$ cat src/rtl/bcd_stopwatch_mux.sv
`timescale 1ns/1ps
`default_nettype none
// ============================================================================
//  Module      : bcd_stopwatch_mux
//  Description : Multi-digit BCD stopwatch / countdown timer with a
//                time-multiplexed, active-low seven-segment display driver.
//                A RUNNING/STOPPED/EXPIRED state machine gates a prescaler
//                that produces the count tick; the scan logic runs freely.
//  Ports       : clk        - single clock, rising edge
//                reset      - synchronous active-low reset
//                start_stop - pulse: toggle run/pause (ignored when expired)
//                clear      - pulse: zero the count and stop
//                load       - pulse: preset count from load_val and stop
//                load_val   - BCD preset, digit 0 in bits [3:0]
//                up_down    - 1 = count up, 0 = count down
//                count_bcd  - registered BCD count
//                running    - high while counting
//                tc         - one-cycle registered terminal-count pulse
//                seg        - active-low segments {g,f,e,d,c,b,a}
//                AN         - active-low one-hot digit enables
//  Revision    : 1.0 - initial release
// ============================================================================
module bcd_stopwatch_mux #(
    parameter int CLK_HZ  = 100000000,
    parameter int TICK_HZ = 1,
    parameter int DIGITS  = 4,
    parameter int SCAN_HZ = 1000
) (
    input  logic                  clk,
    input  logic                  reset,
    input  logic                  start_stop,
    input  logic                  clear,
    input  logic                  load,
    input  logic [4*DIGITS-1:0]   load_val,
    input  logic                  up_down,
    output logic [4*DIGITS-1:0]   count_bcd,
    output logic                  running,
    output logic                  tc,
    output logic [6:0]            seg,
    output logic [7:0]            AN
);

    localparam int c_TICK_DIV = CLK_HZ / TICK_HZ;
    localparam int c_PRESC_W  = $clog2(c_TICK_DIV);
    localparam int c_SCAN_DIV = CLK_HZ / SCAN_HZ;
    localparam int c_SCAN_W   = $clog2(c_SCAN_DIV);
    localparam int c_IDX_W    = (DIGITS > 1) ? $clog2(DIGITS) : 1;

    localparam logic [c_PRESC_W-1:0] c_PRESC_LAST = c_PRESC_W'(c_TICK_DIV - 1);
    localparam logic [c_SCAN_W-1:0]  c_SCAN_LAST  = c_SCAN_W'(c_SCAN_DIV - 1);
    localparam logic [c_IDX_W-1:0]   c_IDX_LAST   = c_IDX_W'(DIGITS - 1);

    typedef enum logic [1:0] {
        S_STOPPED = 2'd0,
        S_RUNNING = 2'd1,
        S_EXPIRED = 2'd2
    } state_t;

    state_t                 r_state;
    state_t                 w_state_nxt;
    logic [4*DIGITS-1:0]    r_count;
    logic [4*DIGITS-1:0]    w_count_nxt;
    logic [c_PRESC_W-1:0]   r_presc;
    logic [c_PRESC_W-1:0]   w_presc_nxt;
    logic                   r_tc;
    logic                   w_tc_nxt;
    logic [c_SCAN_W-1:0]    r_scan_cnt;
    logic [c_IDX_W-1:0]     r_scan_idx;
    logic [6:0]             r_seg;
    logic [7:0]             r_an;

    logic [4*DIGITS-1:0]    w_inc;
    logic [4*DIGITS-1:0]    w_dec;
    logic [4*DIGITS-1:0]    w_load_sat;
    logic                   w_carry;
    logic                   w_borrow;
    logic                   w_all_nines;
    logic                   w_tick;
    logic [3:0]             w_digit;
    logic [7:0]             w_an;

    function automatic logic [6:0] f_seg7(input logic [3:0] d);
        logic [6:0] s;
        case (d)
            4'd0:    s = 7'b1000000;
            4'd1:    s = 7'b1111001;
            4'd2:    s = 7'b0100100;
            4'd3:    s = 7'b0110000;
            4'd4:    s = 7'b0011001;
            4'd5:    s = 7'b0010010;
            4'd6:    s = 7'b0000010;
            4'd7:    s = 7'b1111000;
            4'd8:    s = 7'b0000000;
            4'd9:    s = 7'b0010000;
            default: s = 7'b1111111;
        endcase
        return s;
    endfunction

    // BCD increment/decrement with a single ripple across all digits, plus
    // per-digit saturation of the preset value.
    always_comb begin
        w_inc      = r_count;
        w_dec      = r_count;
        w_load_sat = load_val;
        w_carry    = 1'b1;
        w_borrow   = 1'b1;
        for (int i = 0; i < DIGITS; i++) begin
            if (w_carry) begin
                if (r_count[4*i +: 4] == 4'd9) begin
                    w_inc[4*i +: 4] = 4'd0;
                end else begin
                    w_inc[4*i +: 4] = r_count[4*i +: 4] + 4'd1;
                    w_carry         = 1'b0;
                end
            end
            if (w_borrow) begin
                if (r_count[4*i +: 4] == 4'd0) begin
                    w_dec[4*i +: 4] = 4'd9;
                end else begin
                    w_dec[4*i +: 4] = r_count[4*i +: 4] - 4'd1;
                    w_borrow        = 1'b0;
                end
            end
            if (load_val[4*i +: 4] > 4'd9) begin
                w_load_sat[4*i +: 4] = 4'd9;
            end
        end
        // Carry out of the top digit means every digit was 9.
        w_all_nines = w_carry;
    end

    assign w_tick = (r_state == S_RUNNING) && (r_presc == c_PRESC_LAST);

    // Next-state logic; the if/else chain encodes the input priority
    // clear > load > start_stop > tick.
    always_comb begin
        w_state_nxt = r_state;
        w_count_nxt = r_count;
        w_presc_nxt = r_presc;
        w_tc_nxt    = 1'b0;
        if (clear) begin
            w_state_nxt = S_STOPPED;
            w_count_nxt = '0;
            w_presc_nxt = '0;
        end else if (load) begin
            w_state_nxt = S_STOPPED;
            w_count_nxt = w_load_sat;
            w_presc_nxt = '0;
        end else if (start_stop && (r_state != S_EXPIRED)) begin
            if (r_state == S_STOPPED) begin
                w_state_nxt = S_RUNNING;
                w_presc_nxt = '0;
            end else begin
                w_state_nxt = S_STOPPED;
            end
        end else if (r_state == S_RUNNING) begin
            if (w_tick) begin
                w_presc_nxt = '0;
                if (up_down) begin
                    w_count_nxt = w_inc;
                    w_tc_nxt    = w_all_nines;
                end else if (r_count == '0) begin
                    // Started from zero in down mode: expire without wrapping.
                    w_tc_nxt    = 1'b1;
                    w_state_nxt = S_EXPIRED;
                end else begin
                    w_count_nxt = w_dec;
                    if (w_dec == '0) begin
                        w_tc_nxt    = 1'b1;
                        w_state_nxt = S_EXPIRED;
                    end
                end
            end else begin
                w_presc_nxt = r_presc + c_PRESC_W'(1);
            end
        end
    end

    // Digit currently being scanned and its enable pattern.
    always_comb begin
        w_digit = r_count[3:0];
        for (int i = 0; i < DIGITS; i++) begin
            if (r_scan_idx == c_IDX_W'(i)) begin
                w_digit = r_count[4*i +: 4];
            end
        end
        w_an = ~(8'd1 << r_scan_idx);
    end

    always_ff @(posedge clk) begin
        if (!reset) begin
            r_state    <= S_STOPPED;
            r_count    <= '0;
            r_presc    <= '0;
            r_tc       <= 1'b0;
            r_scan_cnt <= '0;
            r_scan_idx <= '0;
            r_seg      <= 7'b1000000;
            r_an       <= 8'b11111110;
        end else begin
            r_state <= w_state_nxt;
            r_count <= w_count_nxt;
            r_presc <= w_presc_nxt;
            r_tc    <= w_tc_nxt;
            if (r_scan_cnt == c_SCAN_LAST) begin
                r_scan_cnt <= '0;
                r_scan_idx <= (r_scan_idx == c_IDX_LAST) ? '0 : r_scan_idx + c_IDX_W'(1);
            end else begin
                r_scan_cnt <= r_scan_cnt + c_SCAN_W'(1);
            end
            r_seg <= f_seg7(w_digit);
            r_an  <= w_an;
        end
    end

    assign count_bcd = r_count;
    assign running   = (r_state == S_RUNNING);
    assign tc        = r_tc;
    assign seg       = r_seg;
    assign AN        = r_an;

endmodule
`default_nettype wire

$ cat config.mk
export PLATFORM = sky130hd
export DESIGN_NAME = bcd_stopwatch_mux
export DESIGN_NICKNAME = d
export VERILOG_FILES = /design/src/rtl/bcd_stopwatch_mux.sv
export SDC_FILE = /design/constraint.sdc
export NUM_CORES = 1
export LEC_CHECK = 0
export ABC_AREA = 1
export CORE_MARGIN = 4
export CORE_UTILIZATION = 40
export DETAILED_ROUTE_END_ITERATION = 8
export GPL_TIMING_DRIVEN = 0
export SYNTH_ARGS = -nofsm -noshare
export SYNTH_HDL_FRONTEND = slang
export SYNTH_SLANG_ARGS = --single-unit
$ cat constraint.sdc
create_clock -name clk -period 3.4 [get_ports clk]
set_input_delay 0.34 -clock clk [delete_from_list [all_inputs] [get_ports clk]]
set_output_delay 0.34 -clock clk [all_outputs]
set_load 0.02 [all_outputs]
Word level (Yosys, flattened, before mapping)
Memory sizes are Yosys's and may differ from the RTL's. A register that Yosys moved wholly into a read port is not among the register bits.
Cells that the tools add are included.
{"block": "word_totals", "reg_bits": 73, "romBits": 112, "in_bits": 22, "wordCells": 128, "mem_count": 1}
{"name": "(name not given)", "words": 16, "word_bits": 7, "rd": 1, "rd_clocked_by_memory_dff": 1, "wr": 0, "line": "84", "source": "case (d)"}
{"block": "classes", "addsub": 11, "n_lt_le_gt_ge": 4, "eq_ne": 18, "shift": 1, "n_mux": 54, "bitwise_logic": 4, "reduce_logical": 25}
{"cell": "$mux W27", "n": 4}
{"cell": "$mux W16", "n": 6}
{"cell": "$mux W4", "n": 21}
{"cell": "$logic_not A16 Y1", "n": 2}
{"cell": "$add A27 B1 Y27 const B", "n": 1}
{"cell": "$eq A27 B27 Y1 const B", "n": 1}
{"cell": "$add A17 B1 Y17 const B", "n": 1}
{"cell": "$eq A17 B17 Y1 const B", "n": 1}
{"cell": "$add A4 B1 Y4 const B", "n": 4}
{"cell": "$eq A4 B4 Y1 const B", "n": 4}
{"cell": "$gt A4 B4 Y1 const B", "n": 4}
{"cell": "$logic_not A4 Y1", "n": 4}
{"cell": "$mux W1", "n": 16}
{"cell": "$sub A4 B1 Y4 const B", "n": 4}
{"cell": "$reduce_and A5 Y1", "n": 3}
{"cell": "$mux W2", "n": 7}
{"cell": "$ne A3 B2 Y1 const B", "n": 3}
{"cell": "$not A8 Y8", "n": 1}
{"cell": "$reduce_and A4 Y1", "n": 2}
{"cell": "$reduce_bool A2 Y1", "n": 4}
{"cell": "$shl A1 B2 Y8 const A", "n": 1}
{"cell": "$reduce_or A6 Y1", "n": 1}
{"cell": "$eq A2 B1 Y1 const B", "n": 2}
{"cell": "$eq A2 B2 Y1 const B", "n": 2}
{"cell": "12 further kinds", "n": 18}

Logic depth before layout (Yosys ltp)
{"block": "logic_depth", "ltp_word": 12, "mapped_depth": 14, "ltp_nobuf": 14}

Worst setup path after synthesis
OpenSTA, ideal clock, no wires.
{"block": "synth_timing", "path_kind": "register -> register", "from": "reg r_scan_idx[0]", "to": "reg r_seg[3] (netlist: seg[3])", "arrival_ps": 1935, "path_slack_ps": 1328, "path_stages_with_launch": 11, "period_less_slack_ps": 2072, "cell_sequence": "dfxtp_1 inv_1 ha_1 inv_1 o211ai_1 a22oi_1 inv_1 ha_1 or2_2 nand2_1 a21oi_1"}
{"block": "synth_between", "elab_chain_cells": 4}
{"item": "start: declaration", "line": "68", "source": "logic [c_IDX_W-1:0] r_scan_idx;"}
{"item": "start signal: assignment", "line": "208", "source": "r_scan_idx <= (r_scan_idx == c_IDX_LAST) ? '0 : r_scan_idx + c_IDX_W'(1);"}
{"item": "$eq A2 B1 Y1", "line": "184", "source": "if (r_scan_idx == c_IDX_W'(i)) begin"}
{"item": "$mux W4 (2 in a row)", "line": "184"}
{"item": "$mux W4 *", "line": "184"}
{"item": "end: declaration", "line": "69", "source": "logic [6:0] r_seg;"}
Every way passes the cells marked *; elsewhere a longest branch is shown, timed or not.
A chain may end at the register's enable or synchronous reset.

Worst setup path after layout
Same ends and word-level chain as after synthesis.

==> metrics <==
post-synthesis area per instance=6.571 µm²; core footprint=11370 µm²; count of inserted antenna diode cells=0; antenna viol nets, final=0; Sinks on Clock Net=76; Power Total=2.313 mW; Final setup viols=0; CTS buffer count=9; number of H-tree branching levels=3; register-to-register setup slack=1.01 ns; number of register bits inferred by synthesis=76; worst min path class=register to register; type of origin of the critical path=register; total negative setup slack=0 ns; Clock transition at path regs=0.06 ns; sequential standard cell area=1521 µm²; cell class contributing the biggest share of worst-path delay=adder cells; total of max-cap violations=0; global-route wire length before repair=21180 µm; HPWL reported at the end of detailed placement=9669 µm; post-synth design cell area=4639 µm²; biggest area contributors in the synthesized netlist=sky130_fd_sc_hd__dfxtp_1, sky130_fd_sc_hd__nand2_1, sky130_fd_sc_hd__inv_1; worst-margin pin slew=0.6544 ns; hold path startpoint=r_scan_cnt[0]; pwr/cell area=409.5 nW/µm²; width of the die=115.7 µm; CP Capture Type=register; fraction of layout cells with a size suffix above 1=7.097%; Crit path buffers/inverters=3; post-CTS setup buffers=0; growth of design area from synthesis to finish=21.71%; data required time at the worst endpoint=3.61 ns; Resized Gates After CTS=0; final routed wirelength across all metal layers=12780 µm; number of search-and-repair iterations in the first detailed-routing pass=6; result of the run=complete, no violations; gate count of the mapped netlist=706; RSZ-0062 raised after global routing=false; total routing resource utilization after global routing=19.79%; hold-critical path depth=1; clock tree buffer depth=2; via count of the first global-routing pass=4533; detailed-route wire length per cell=13.92 µm; remaining design rule violation count=0; Max Transition Viols Final=0; height of the die=115.7 µm; Static Leak=2.229 nW; clock tree from TritonCTS=done; count of vias placed by the detailed router=4759; endpoint of the worst hold-timing path=r_scan_cnt[0]; Worst Setup Path Type=register to register; leftover overflow at the end of global routing=0; Max Freq=0.4192 GHz; cell with the biggest individual delay on the critical path=sky130_fd_sc_hd__dfxtp_1; number of enable flip-flop cells after synthesis=0; Synth async-reset ratio=0%; vias per cell=5.184; Max transition margin=55.91%; gpl congestion=0.8880; total area of multi-input combinational cells=2679 µm²; Layout fillers=1142; start of the worst register-to-register path=r_scan_idx[0]; number of distinct library cells after synthesis=43; sequential area share after synthesis=32.79%; Data arrival, critical path=2.59 ns; final net count=803; area share of the largest cell type after synthesis=32.79%; dominant synthesized flop cell=sky130_fd_sc_hd__dfxtp_1; Final Skew=0.005342 ns; number of hold violations in the final report=0; Top-Level Pins=55; cell-by-cell listing of the critical path=inv_1 > ha_1 > inv_1 > o211ai_1 > a22oi_1 > inv_1 > ha_1 > or2_2 > nand2_1 > a21oi_1; largest net degree at the start of global routing=14; number of warnings reported in the yosys synthesis log=0; endpoint of the lowest-slack register-to-register path=seg[3]; Std-Cell Rows=39; Port Buffers=50; antenna violations before repair=0; cell accounting for the most synthesized area=sky130_fd_sc_hd__dfxtp_1; die footprint=13390 µm²; cell at the root of the clock tree=sky130_fd_sc_hd__clkbuf_16; cell depth of the worst flop-to-flop path=10; most numerous cell on the critical path=sky130_fd_sc_hd__inv_1; slowest stage delay, CP=0.38 ns; First DRT Iteration DRCs=419; largest fanout on the critical path=7; time the worst path needs with I/O delays and setup=2.386 ns; Skew-Pair Late Insertion Delay=0.35 ns; Final Cycle Share=70.17%; worst-case vdd ir drop=0.3617 mV; cts hold-fix bufs=0; starting density of the core=40.81%
where the power goes:
group	internal, mW	switching (mW)	leakage, nW
logic	0.129	0.214	1.46
registers	0.908	0.0226	0.615
clock network	0.640	0.399	0.155
total	1.68	0.636	2.23
worst max-delay path by stage:
stage                  startpoint     endpoint  depth (start not counted)
CTS                 r_scan_idx[0]       seg[3]                         10
global route        r_scan_idx[0]       seg[3]                         10
floorplan           r_scan_idx[0]       seg[3]                         10
global placement            reset  r_presc[14]                          8
finish              r_scan_idx[0]       seg[3]                         10
detailed placement          reset  r_presc[14]                          8
worst reg2reg max path, cell delays in order (launching register included):
cell and delay (ns):
sky130_fd_sc_hd__dfxtp_1 0.38, sky130_fd_sc_hd__inv_1 0.10, sky130_fd_sc_hd__ha_1 0.28, sky130_fd_sc_hd__inv_1 0.13, sky130_fd_sc_hd__o211ai_1 0.12, sky130_fd_sc_hd__a22oi_1 0.34, sky130_fd_sc_hd__inv_1 0.17, sky130_fd_sc_hd__ha_1 0.31
sky130_fd_sc_hd__or2_2 0.30, sky130_fd_sc_hd__nand2_1 0.07, sky130_fd_sc_hd__a21oi_1 0.06
sequential cells by signal (all words and copies together) (netlist names):
name,flops
r_state,2
r_presc,27
seg,7
tc,1
AN,4
r_scan_cnt,17
r_scan_idx,2
count_bcd,16
metal layers:
metal | global-route usage (%) | part of all wire, % | vias to the layer above
met5 | 0 | 0 | -
met4 | 7.425 | 2.5 | 0
met3 | 5.640 | 5.1 | 26
met2 | 32.06 | 47 | 137
met1 | 25.12 | 46 | 2148
li1 | - | - | 2448
metrics by stage:
| stage | setup WS [ns] | std cells | hold slack (ns) | instance area (µm²) | util, % |
|---|---|---|---|---|---|
| after detailed placement | 0.7733 | 902 | 0.4496 | 5330 | 46.88 |
| after floorplan | 1.328 | 709 | 0.4094 | 4651 | - |
| final | 1.014 | 918 | 0.4513 | 5647 | 49.66 |
| after CTS | 0.9805 | 918 | 0.4567 | 5647 | 49.66 |
| after global routing | 0.7883 | 918 | 0.4926 | 5647 | 49.66 |
| after global placement | 0.7765 | 902 | 0.4293 | 5330 | 46.88 |
cells by family after synthesis:
family	Yosys count	share of synthesized area (%)
other cells	1	0.08083
simple gates	362	35.54
xor+xnor	18	3.398
buf+inv	112	9.709
flops	76	32.79
fa+ha+maj	11	2.967
compound gates	126	15.51
final cells by class:
| class | instances | area share (%) |
|---|---|---|
| Inverter | 99 | 6.581 |
| Clock buffer | 9 | 3.988 |
| Sequential cell | 76 | 26.94 |
| Tap cell | 143 | 3.169 |
| Buffer | 13 | 1.396 |
| Multi-Input combinational cell | 521 | 47.44 |
| Timing Repair Buffer | 50 | 8.863 |
| Clock inverter | 7 | 1.618 |
cell usage after synthesis, types with 6 or more instances:
master	number
sky130_fd_sc_hd__nand2_1	158
sky130_fd_sc_hd__inv_1	94
sky130_fd_sc_hd__nor2_1	87
sky130_fd_sc_hd__dfxtp_1	76
sky130_fd_sc_hd__a21oi_1	52
sky130_fd_sc_hd__nand3_1	39
sky130_fd_sc_hd__o21ai_0	39
sky130_fd_sc_hd__nor3_1	28
sky130_fd_sc_hd__nand4_1	18
sky130_fd_sc_hd__xor2_1	16
sky130_fd_sc_hd__ha_1	11
sky130_fd_sc_hd__o211ai_1	8
sky130_fd_sc_hd__or2_2	6
cell usage in the layout (no fill, tap or decap), types with 3 or more instances in the layout:
cell type and instances:
sky130_fd_sc_hd__a31oi_1 3, sky130_fd_sc_hd__inv_2 5, sky130_fd_sc_hd__o311ai_0 3, sky130_fd_sc_hd__nand2_1 158, sky130_fd_sc_hd__o21ai_0 39, sky130_fd_sc_hd__nor2_4 5, sky130_fd_sc_hd__clkinv_2 3, sky130_fd_sc_hd__nand3_1 39
sky130_fd_sc_hd__nor3b_1 4, sky130_fd_sc_hd__xor2_1 16, sky130_fd_sc_hd__nand2_2 4, sky130_fd_sc_hd__o21a_1 3, sky130_fd_sc_hd__buf_4 5, sky130_fd_sc_hd__conb_1 4, sky130_fd_sc_hd__clkbuf_1 4, sky130_fd_sc_hd__a22oi_1 4
sky130_fd_sc_hd__a21oi_1 52, sky130_fd_sc_hd__dfxtp_1 76, sky130_fd_sc_hd__buf_2 3, sky130_fd_sc_hd__clkdlybuf4s50_1 50, sky130_fd_sc_hd__nor2_1 87, sky130_fd_sc_hd__nor3_1 28, sky130_fd_sc_hd__inv_1 94, sky130_fd_sc_hd__nand4_1 18
sky130_fd_sc_hd__a221oi_1 4, sky130_fd_sc_hd__o211ai_1 8, sky130_fd_sc_hd__or2_2 6, sky130_fd_sc_hd__a211oi_1 3, sky130_fd_sc_hd__ha_1 11, sky130_fd_sc_hd__clkbuf_16 9
No activity file was read; power rests on OpenSTA's default activity.
